**src/rtl/csa_pkg.sv**
```systemverilog
// Shared definitions for the chunk-serial adder: FSM states and the
// elaboration-time helpers that size the chunk counter.
package csa_pkg;

    typedef enum logic [1:0] {
        IDLE = 2'd0,
        RUN  = 2'd1,
        HOLD = 2'd2
    } state_t;

    // Number of chunks needed to cover one operand.
    function automatic int calc_nch(input int width, input int chunk);
        return width / chunk;
    endfunction

    // Chunk counter width; never narrower than one bit so NCH==1 still works.
    function automatic int calc_cnt_w(input int nch);
        return (nch > 1) ? $clog2(nch) : 1;
    endfunction

endpackage

```
**src/rtl/chunk_adder.sv**
```systemverilog
// Combinational CHUNK-bit ripple adder built from full-adder cells.
// Also exposes the carry into its MSB so the parent can derive signed overflow.
module chunk_adder #(
    parameter int CHUNK = 4
) (
    input  logic [CHUNK-1:0] a,
    input  logic [CHUNK-1:0] b,
    input  logic             ci,
    output logic [CHUNK-1:0] s,
    output logic             co,
    output logic             c_msb
);

    logic [CHUNK:0] c;

    assign c[0] = ci;

    for (genvar gi = 0; gi < CHUNK; gi++) begin : g_fa
        assign s[gi]   = a[gi] ^ b[gi] ^ c[gi];
        assign c[gi+1] = (a[gi] & b[gi]) | (c[gi] & (a[gi] ^ b[gi]));
    end

    assign co    = c[CHUNK];
    assign c_msb = c[CHUNK-1];

endmodule

```
**src/rtl/chunk_serial_adder.sv**
```systemverilog
// Multi-cycle adder: sums CHUNK bits per cycle, carrying between chunks in a
// register, with valid/ready handshakes on both sides.
// Optional feature macro: CHUNK_SERIAL_ADDER_OVF_EN enables the signed
// overflow flag; when undefined ovf is tied low.
module chunk_serial_adder
    import csa_pkg::*;
#(
    parameter int WIDTH = 16,
    parameter int CHUNK = 4
) (
    input  logic             clk,
    input  logic             rst_n,
    input  logic             in_valid,
    output logic             in_ready,
    input  logic [WIDTH-1:0] a,
    input  logic [WIDTH-1:0] b,
    input  logic             cin,
    output logic             out_valid,
    input  logic             out_ready,
    output logic [WIDTH-1:0] sum,
    output logic             cout,
    output logic             ovf
);

    localparam int             NCH      = calc_nch(WIDTH, CHUNK);
    localparam int             CW       = calc_cnt_w(NCH);
    localparam logic [CW-1:0]  LAST_IDX = CW'(NCH - 1);

    state_t           state_reg;
    state_t           state_next;
    logic [WIDTH-1:0] a_reg;
    logic [WIDTH-1:0] b_reg;
    logic [WIDTH-1:0] sum_reg;
    logic             carry_reg;
    logic             cout_reg;
    logic [CW-1:0]    idx_reg;

    logic [CHUNK-1:0] a_chunk;
    logic [CHUNK-1:0] b_chunk;
    logic [CHUNK-1:0] s_chunk;
    logic             co_chunk;
    logic             c_msb;
    logic             accept;
    logic             last_chunk;

    // Only the captured operands feed the adder; live inputs are ignored after acceptance.
    assign a_chunk    = a_reg[idx_reg*CHUNK +: CHUNK];
    assign b_chunk    = b_reg[idx_reg*CHUNK +: CHUNK];
    assign accept     = in_valid && (state_reg == IDLE);
    assign last_chunk = (idx_reg == LAST_IDX);

    chunk_adder #(
        .CHUNK (CHUNK)
    ) u_chunk_adder (
        .a     (a_chunk),
        .b     (b_chunk),
        .ci    (carry_reg),
        .s     (s_chunk),
        .co    (co_chunk),
        .c_msb (c_msb)
    );

    // State register.
    always_ff @(posedge clk or negedge rst_n) begin
        if (!rst_n) begin
            state_reg <= IDLE;
        end else begin
            state_reg <= state_next;
        end
    end

    // Next-state and handshake outputs.
    always_comb begin
        state_next = state_reg;
        in_ready   = 1'b0;
        out_valid  = 1'b0;
        case (state_reg)
            IDLE: begin
                in_ready = 1'b1;
                if (accept) begin
                    state_next = RUN;
                end
            end
            RUN: begin
                if (last_chunk) begin
                    state_next = HOLD;
                end
            end
            HOLD: begin
                out_valid = 1'b1;
                if (out_ready) begin
                    state_next = IDLE;
                end
            end
            default: state_next = IDLE;
        endcase
    end

    // Operand capture and chunk-by-chunk accumulation of the result.
    always_ff @(posedge clk or negedge rst_n) begin
        if (!rst_n) begin
            a_reg     <= '0;
            b_reg     <= '0;
            sum_reg   <= '0;
            carry_reg <= 1'b0;
            cout_reg  <= 1'b0;
            idx_reg   <= '0;
        end else begin
            case (state_reg)
                IDLE: begin
                    if (accept) begin
                        a_reg     <= a;
                        b_reg     <= b;
                        carry_reg <= cin;
                        idx_reg   <= '0;
                    end
                end
                RUN: begin
                    sum_reg[idx_reg*CHUNK +: CHUNK] <= s_chunk;
                    carry_reg                       <= co_chunk;
                    idx_reg                         <= idx_reg + 1'b1;
                    if (last_chunk) begin
                        cout_reg <= co_chunk;
                    end
                end
                default: ;
            endcase
        end
    end

    assign sum  = sum_reg;
    assign cout = cout_reg;

`ifdef CHUNK_SERIAL_ADDER_OVF_EN
    logic ovf_reg;

    // Signed overflow is latched alongside cout when the final chunk completes.
    always_ff @(posedge clk or negedge rst_n) begin
        if (!rst_n) begin
            ovf_reg <= 1'b0;
        end else if (state_reg == RUN && last_chunk) begin
            ovf_reg <= co_chunk ^ c_msb;
        end
    end

    assign ovf = ovf_reg;
`else
    logic unused_c_msb;

    assign unused_c_msb = c_msb;
    assign ovf          = 1'b0;
`endif

endmodule

```
**config.mk**
```make
export PLATFORM = sky130hd
export DESIGN_NAME = chunk_serial_adder
export DESIGN_NICKNAME = d
export VERILOG_FILES = /design/src/rtl/csa_pkg.sv /design/src/rtl/chunk_adder.sv /design/src/rtl/chunk_serial_adder.sv
export SDC_FILE = /design/constraint.sdc
export NUM_CORES = 1
export LEC_CHECK = 0
export CAP_MARGIN = 15
export CORE_UTILIZATION = 54
export DETAILED_ROUTE_END_ITERATION = 8
export MAX_ROUTING_LAYER = met4
export PLACE_DENSITY = 0.91
export SLEW_MARGIN = 20
export SYNTH_ARGS = -nofsm -noshare
export SYNTH_HDL_FRONTEND = slang
export SYNTH_SLANG_ARGS = --single-unit
```
**constraint.sdc**
```tcl
create_clock -name clk -period 6.1 [get_ports clk]
set_input_delay 1.22 -clock clk [delete_from_list [all_inputs] [get_ports clk]]
set_output_delay 1.22 -clock clk [all_outputs]
set_load 0.03 [all_outputs]
```
==> impl_metrics.env <==
export IMPL_status="finished, violations left"
export IMPL_violations="DRC"
export IMPL_cts_resized=0
export IMPL_ant_nets=0
export IMPL_num_antenna_cells=0
export IMPL_postCtsSetupRepairBufs=0
export IMPL_synth_area_top_cells="dfrtp_1, mux2_1, mux4_2"
export IMPL_fin_worst_skew_ps=4.316
export IMPL_required_ps=6320
export IMPL_slew_limit_headroom=0.4322
export IMPL_dp_hpwl_um=3575
export IMPL_tightest_slew_ps=849.7
export IMPL_regArea_sq_um=1351
export IMPL_synth_nets=246
export IMPL_fill_cells=313
export IMPL_fin_crit_ps=3358
export IMPL_initial_core_util=0.5761
export IMPL_fp_coreArea_sq_um=4474
export IMPL_finalSetupTns_ps=0
export IMPL_route_detailed_drc=5
export IMPL_num_rows=24
export IMPL_r2r_start="idx_reg[0]"
export IMPL_cts_root_buf="clkbuf_8"
export IMPL_die_h_um=71.09
export IMPL_syn_area_sq_um=2577
export IMPL_synth_cells=199
export IMPL_yosysTopAreaCell="dfrtp_1"
export IMPL_setup_violations=0
export IMPL_cts_hold_buf=0
export IMPL_track_usage=0.2253
export IMPL_crit_path_end_kind="register"
export IMPL_ys_async_sr_fraction=1.000
export IMPL_vias=1698
export IMPL_dieArea_sq_um=5053
export IMPL_yosysTopAreaCellShare=0.5243
export IMPL_multiInputGateArea_sq_um=1114
export IMPL_drv_slew=0
export IMPL_synth_edf_count=0
export IMPL_worst_setup_path_start_kind="register"
export IMPL_port_buffer_count=55
export IMPL_cts_sinks=54
export IMPL_antenna_found_initial=0
export IMPL_syn_area_per_cell_sq_um=12.95
export IMPL_numCtsBuffers=5
export IMPL_min_path_type="reg -> reg"
export IMPL_die_w_um=71.09
export IMPL_avgRoutedWirePerCell_um=15.36
export IMPL_drt_initial_drc_count=106
export IMPL_rsz0062_at_grt="no"
export IMPL_yosysUniqueCellTypes=32
export IMPL_vias_per_cell=5.567
export IMPL_crit_type="reg -> reg"
export IMPL_vdd_drop_max_mv=0.2461
export IMPL_max_freq_ghz=0.2978
export IMPL_final_cell_area_sq_um=3208
export IMPL_drv_cap=0
export IMPL_worst_path_max_fanout=17
export IMPL_htreeDepth=2
export IMPL_crit_start="idx_reg[0]"
export IMPL_nets=300
export IMPL_synth_warnings=0
export IMPL_cts_max_path_buffers=2
export IMPL_dr_pass1_iters=7
export IMPL_p_leak_nw=1.376
export IMPL_cts_clk_slew_worst_paths_ps=90
export IMPL_drt_total_wl_um=4686
export IMPL_cts_tree="yes"
export IMPL_power_density_nw_per_um2=537.5
export IMPL_syn2layout_area_growth_pct=24.47
export IMPL_arrival_ps=3570
export IMPL_placed_area_sq_um=3132
export IMPL_grt_pass1_vias=1748
export IMPL_io_pin_count=57
export IMPL_globalRoute_totalOverflow=0
export IMPL_hold_start="sum[8]"
export IMPL_drive_gt1_frac=0.07905
export IMPL_grt_first_pass_wirelength_um=8376
export IMPL_synth_ff_type="dfrtp_1"
export IMPL_grt_max_degree=55
export IMPL_yosysSeqAreaShare=0.5243
export IMPL_clk_latency_ps=300
export IMPL_gp_congestion=0.7785
export IMPL_ys_ff_latch=54
export IMPL_hold_violations=0
export IMPL_period_share=0.5506
per-stage QoR:
stage	util	cells	hold WS [ps]	total power, mW	setup slack, ps
floorplan	-	199	448.8	1.285	3248
global placement	0.6999	298	458.8	1.509	2947
detailed placement	0.6999	298	465.0	1.551	2774
CTS	0.7170	305	485.1	1.734	2751
global route	0.7170	305	511.0	1.867	2435
finish	0.7170	305	480.5	1.724	2742
synthesized netlist by cell type, drive strengths merged (2+ instances only):
master / n
clkbuf: 3
mux2: 33
buf: 6
inv: 13
nand2b: 3
ha: 6
nor2: 4
nand3b: 4
o21ai: 11
fa: 4
nor3b: 2
nand2: 26
and2b: 2
o41ai: 2
mux4: 8
nand3: 5
dfrtp: 54
o31ai: 5
a21oi: 2
layout make-up:
cell class	instances	area share
tap	52	0.02028
clock buffer	7	0.02379
multi-input combinational	123	0.3471
sequential	54	0.4212
inverter	13	0.01521
timing repair buffer	56	0.1724
where the power goes:
group | switching, mW | internal (mW)
clock network | 0.105 | 0.0792
logic | 0.471 | 0.425
registers | 0.129 | 0.514
total | 0.706 | 1.02
worst max-delay path, stage by stage (launching register included):
cell     delay, ps
dfrtp_1        820
mux4_1         640
inv_1          100
fa_1           190
inv_1           60
fa_1           350
inv_1           70
fa_1           160
inv_1           50
fa_1           560
nand3_1         90
o21ai_0        190
layer usage:
metal  wire [um]  share of wire  vias to the layer above  GRT usage
met2        2366           0.50                       58     0.3558
met1        2016           0.43                      832     0.2938
li1            -              -                      798          -
met4          94          0.020                        0    0.08000
met5           0              0                        -          -
met3         209          0.045                       10    0.04416
placed cells by master, fill, tap and decap left out, types with 2 or more instances in the layout:
cell              n
a21oi_1           2
clkbuf_1          2
clkbuf_8          5
clkdlybuf4s50_1  54
dfrtp_1          54
fa_1              4
ha_1              6
inv_1            13
mux2_1           30
mux2_2            2
mux4_2            7
nand2_1          26
nand2b_1          3
nand3_1           5
nand3b_1          3
nor2_1            3
nor3b_1           2
o21ai_0          11
o31ai_1           5
o41ai_1           2
path summary, 6_finish.rpt:
path	slack, ps	depth (start not counted)	endpoint
hold / removal	480	2	sum[8]
setup / recovery	2740	11	sum[7]
hold reg to reg	480	2	sum[8]
setup reg to reg	2740	11	sum[7]
max in group asynchronous	4640	2	carry_reg
min in group asynchronous	1020	2	sum[9]
logic make-up after synthesis:
| kind of cell | share of synthesized area |
|---|---|
| buffers and inverters | 0.04369 |
| AOI/OAI and AO/OA | 0.05874 |
| other | 0.001455 |
| adders and majority gates | 0.06019 |
| DFF | 0.5243 |
| muxes | 0.2170 |
| and+or+nand+nor | 0.09466 |
No activity file was read; power rests on OpenSTA's default activity.
==> RTL edit 1: new RTL, same settings <==
Build with the macro `CHUNK_SERIAL_ADDER_OVF_EN` defined.
--- a/src/rtl/chunk_serial_adder.sv
+++ b/src/rtl/chunk_serial_adder.sv
@@ -3,4 +3,6 @@
 // Optional feature macro: CHUNK_SERIAL_ADDER_OVF_EN enables the signed
 // overflow flag; when undefined ovf is tied low.
+`define CHUNK_SERIAL_ADDER_OVF_EN
+
 module chunk_serial_adder
     import csa_pkg::*;
Function: changed (Yosys sat finds a counterexample within 10 cycles, from zero or initial values and one cycle with rst_n low).
==> RTL edit 1 against the original RTL <==
Wire length rose by 9.1%. Design area rose by 5.7%. Synthesized area rose by 4.3%. Critical path type unchanged. Worst setup slack improved by 0.20 ns. Global-route usage fell by 0.12 points. First-iteration DRC count fell by 37%. Fmax rose by 6.2%. Total power rose by 16%. Sequential cell count rose by 1. Count of clock-buffer cells in the layout fell by 1.
==> RTL edit 1: results (changes against the original RTL) <==
GRT
  – M2 GR Usage: 38.6% (was 35.6%)
  – Largest net degree at the start of global routing: 56 (was 55)
  – Vias in the first global route: 1773 (was 1748)
  – First-pass GRT wire length: 8570 um (was 8380 um)
  – Antenna violations before repair: 0 (unchanged)
  – Global-route met3 utilization: 4.31% (was 4.42%)
  – GRT Util Overall: 22.4% (was 22.5%)
  – Met1 Use GR: 27.7% (was 29.4%)

Outcome
  – Outcome: complete, no violations (was complete, but fails checks)

Synth
  – Top cells by area, synth: dfrtp_1 (51%), mux2_2 (16%), mux4_2 (6.7%) (was dfrtp_1 (52%), mux2_1 (13%), mux4_2 (6.1%))
  – Register area share after synthesis: 51.2% (was 52.4%)
  – Synth top cells by count: dfrtp_1 (55), mux2_2 (37), inv_1 (9) (was dfrtp_1 (54), mux2_1 (30), nand2_1 (26))
  – Number of distinct library cells after synthesis: 34 (was 32)
  – Syn Nets: 227 (was 246)
  – Avg Inst Size Synth: 14.9 um^2 (was 13.0 um^2)

Route
  – Vias: 1703 (was 1698)
  – Detailed Routing Iterations Pass 1: 4 (was 7)
  – Wl on met1: 2150 um (was 2020 um)
  – WL final: 5110 um (was 4690 um)
  – Met2 wire length: 2720 um (was 2370 um)
  – Met3 wire length: 178 um (was 209 um)
  – Iteration-0 DRC Markers: 67 (was 106)

Worst setup path
  – CP arrival: 3.36 ns (was 3.57 ns)
  – Critical Path Source: idx_reg[1]$_DFFE_PN0P_ (was idx_reg[0]$_DFFE_PN0P_)
  – R2r setup slk: 2.94 ns (was 2.74 ns)
  – Nature of the critical path startpoint: register (unchanged)
  – Crit path max fanout: 12 (was 17)
  – Worst r2r path cells: 9 (was 11)

Layout
  – Nets@finish: 283 (was 300)
  – Fraction of layout cells with a size suffix above 1: 26.2% (was 7.91%)
  – Non-Filler Instances: 304 (was 305)

STA
  – Final Skew: 0.00524 ns (was 0.00432 ns)
  – Worst slew pin tran: 0.667 ns (was 0.850 ns)

Min path
  – Hold Crit Start: sum[10]$_DFFE_PN0P_ (was sum[8]$_DFFE_PN0P_)
  – WHS Endpoint: sum[10]$_DFFE_PN0P_ (was sum[8]$_DFFE_PN0P_)

Power and ir drop
  – Leak Pwr: 1.42 nW (was 1.38 nW)
  – Max rail drop VDD: 0.307 mV (was 0.246 mV)
  – Sw Ratio: 39.2% (was 40.9%)

Place
  – Placer Congestion: 0.803 (was 0.779)
  – HPWL Detailed: 3710 um (was 3580 um)
RTL edit 1: critical path: stages, from the launching register on:
cell	delay [ns]
dfrtp_1	0.66
mux4_2	0.30
inv_1	0.07
fa_1	0.43
fa_1	0.38
inv_1	0.08
fa_1	0.21
fa_1	0.47
and4b_1	0.20
mux2_2	0.25
RTL edit 1: through the flow:
step | instance area [um^2] | setup slack (ns) | util [%] | hold WS, ns
2_1_floorplan | 2690 | 3.05 | - | 0.453
3_3_place_gp | 3270 | 3.11 | 68.8 | 0.475
3_5_place_dp | 3270 | 2.99 | 68.8 | 0.482
4_1_cts | 3390 | 2.94 | 71.3 | 0.505
5_1_grt | 3390 | 2.83 | 71.3 | 0.522
6_report | 3390 | 2.94 | 71.3 | 0.499
RTL edit 1: power by group through the flow:
| stage | combinational [W] | clock (W) | sequential, W |
|---|---|---|---|
| floorplan | 0.000756 | 0 | 0.000690 |
| global placement | 0.00104 | 0 | 0.000670 |
| detailed placement | 0.00107 | 0 | 0.000677 |
| CTS | 0.00109 | 0.000251 | 0.000671 |
| global route | 0.00116 | 0.000267 | 0.000695 |
| finish | 0.00108 | 0.000250 | 0.000669 |
RTL edit 1: layout make-up:
cell class	count	area (um^2)
Clock inverter	2	35.0
Multi-Input combinational cell	106	1200
Tap cell	67	83.8
Inverter	9	33.8
Fill cell	355	1370
Sequential cell	55	1380
Clock buffer	6	82.6
Timing Repair Buffer	59	578
RTL edit 1: cells by family after synthesis:
group                    share of synthesized area [%]
flip-flops                                        51.2
multiplexers                                      23.0
AND/OR/NAND/NOR                                   9.92
buffers and inverters                             4.14
AO/OA/AOI/OAI                                     5.63
adder cells (fa/ha/maj)                           5.77
XOR/XNOR                                         0.326
==> RTL edit 2: new RTL, config.mk and constraints unchanged <==
Made on the original files. The 3 states of `state_t` get a one-hot encoding in 3 bits.
--- a/src/rtl/csa_pkg.sv
+++ b/src/rtl/csa_pkg.sv
@@ -3,8 +3,8 @@
 package csa_pkg;
 
-    typedef enum logic [1:0] {
-        IDLE = 2'd0,
-        RUN  = 2'd1,
-        HOLD = 2'd2
+    typedef enum logic [2:0] {
+        IDLE = 3'b001,
+        RUN  = 3'b010,
+        HOLD = 3'b100
     } state_t;
 
Check against the original RTL: same outputs for any inputs over 10 cycles, from zero or initial values and one cycle with rst_n low; not proved beyond that.
==> RTL edit 2 against the original RTL <==
Total power is 2.7% lower. Sequential cell count rose by 1. Design area is 4.6% higher. Hold slack better by 0.0042 ns. Sequential power down 1%. Largest power group unchanged. Synthesized area is 4.3% higher. Wire length is 5.9% higher. Combinational power decreased by 12%. Worst setup slack better by 0.092 ns. Die area up 4.2%. Global-route usage decreased by 0.68 points.
==> RTL edit 2: results (changes against the original RTL) <==
Outcome
  – Outcome: complete, no violations (was complete, but fails checks)

Layout
  – Fraction of layout cells with a size suffix above 1: 24.6% (was 7.91%)
  – Fill cells: 350 (was 313)
  – Non-Filler Instances: 315 (was 305)
  – Antenna diode count: 0 (unchanged)

GRT
  – GRT Util Overall: 21.8% (was 22.5%)
  – First-pass GRT wire length: 8250 um (was 8380 um)
  – Largest net degree at the start of global routing: 56 (was 55)

Power and ir drop
  – Internal power: 0.00105 W (was 0.00102 W)
  – Leak Pwr: 1.40 nW (was 1.38 nW)
  – Max rail drop VDD: 0.288 mV (was 0.246 mV)

Synth
  – Register area share after synthesis: 51.2% (was 52.4%)
  – Syn Nets: 244 (was 246)
  – Number of distinct library cells after synthesis: 37 (was 32)
  – Synth top cells by count: dfrtp_1 (54), mux2_2 (29), nand2_1 (23) (was dfrtp_1 (54), mux2_1 (30), nand2_1 (26))
  – Syn Inst Count: 197 (was 199)
  – Top cells by area, synth: dfrtp_1 (50%), mux2_2 (12%), mux4_2 (6.7%) (was dfrtp_1 (52%), mux2_1 (13%), mux4_2 (6.1%))

STA
  – Final Skew: 0.00701 ns (was 0.00432 ns)
  – Hold_ws: 0.485 ns (was 0.480 ns)
  – Worst slew pin tran: 0.855 ns (was 0.850 ns)

Worst setup path
  – Crit path max fanout: 20 (was 17)
  – Worst r2r path cells: 8 (was 11)
  – Worst flop-to-flop path endpoint: sum[11]$_DFFE_PN0P_ (was sum[7]$_DFFE_PN0P_)
  – R2r setup slk: 2.83 ns (was 2.74 ns)
  – CP arrival: 3.47 ns (was 3.57 ns)

Place
  – Cells after DPL: 307 (was 298)
  – Placer Congestion: 0.856 (was 0.779)
  – HPWL Detailed: 3680 um (was 3580 um)

Route
  – Vias/cell: 5.34 (was 5.57)
  – Iteration-0 DRC Markers: 74 (was 106)
  – Detailed Routing Iterations Pass 1: 4 (was 7)

Min path
  – WHS Endpoint: sum[14]$_DFFE_PN0P_ (was sum[8]$_DFFE_PN0P_)
  – Hold Crit Start: sum[14]$_DFFE_PN0P_ (was sum[8]$_DFFE_PN0P_)
[RTL edit 2: cells by family after synthesis]
family	count (synthesis)	synth area share, %
muxes	43	21.9
and+or+nand+nor	43	10.5
DFF	55	51.2
buffers and inverters	24	5.03
AOI/OAI and AO/OA	21	5.49
other	1	0.139
adders and majority gates	10	5.77
[RTL edit 2: routing by layer]
layer	track usage, %	share of wire, %	wire length (um)	vias to the layer above
li1	-	-	-	792
met1	27.1	44	2160	841
met2	36.7	52	2580	41
met3	5.00	3.4	168	7
met4	5.23	1.1	53	0
met5	-	0	0	-
[RTL edit 2: critical path, cell delays in order (launching register included)]
cell and delay (ns):
dfrtp_1 0.91, mux4_2 0.60, inv_1 0.09, fa_1 0.18, fa_1 0.18, inv_1 0.05
fa_1 0.39, fa_1 0.51, a22o_2 0.25
[RTL edit 2: layout make-up]
cell class	instances	area share, %
Inverter	10	1.12
Clock inverter	2	1.16
Multi-Input combinational cell	118	35.0
Timing Repair Buffer	57	16.7
Clock buffer	6	2.46
Sequential cell	55	41.0
Tap cell	67	2.50
[RTL edit 2: power groups by stage]
stage               Sequential [W]  Combinational [W]  Clock (W)
global route              0.000657           0.000878   0.000273
CTS                       0.000638           0.000797   0.000257
finish                    0.000637           0.000787   0.000254
floorplan                 0.000606           0.000613          0
global placement          0.000635           0.000760          0
detailed placement        0.000646           0.000789          0
[RTL edit 2: through the flow]
stage,worst slack (ns),area [um^2],utilization (%)
floorplan,3.33,2690,-
global placement,2.96,3240,68.1
detailed placement,2.87,3240,68.1
CTS,2.83,3360,70.6
global route,2.59,3360,70.6
finish,2.83,3360,70.6
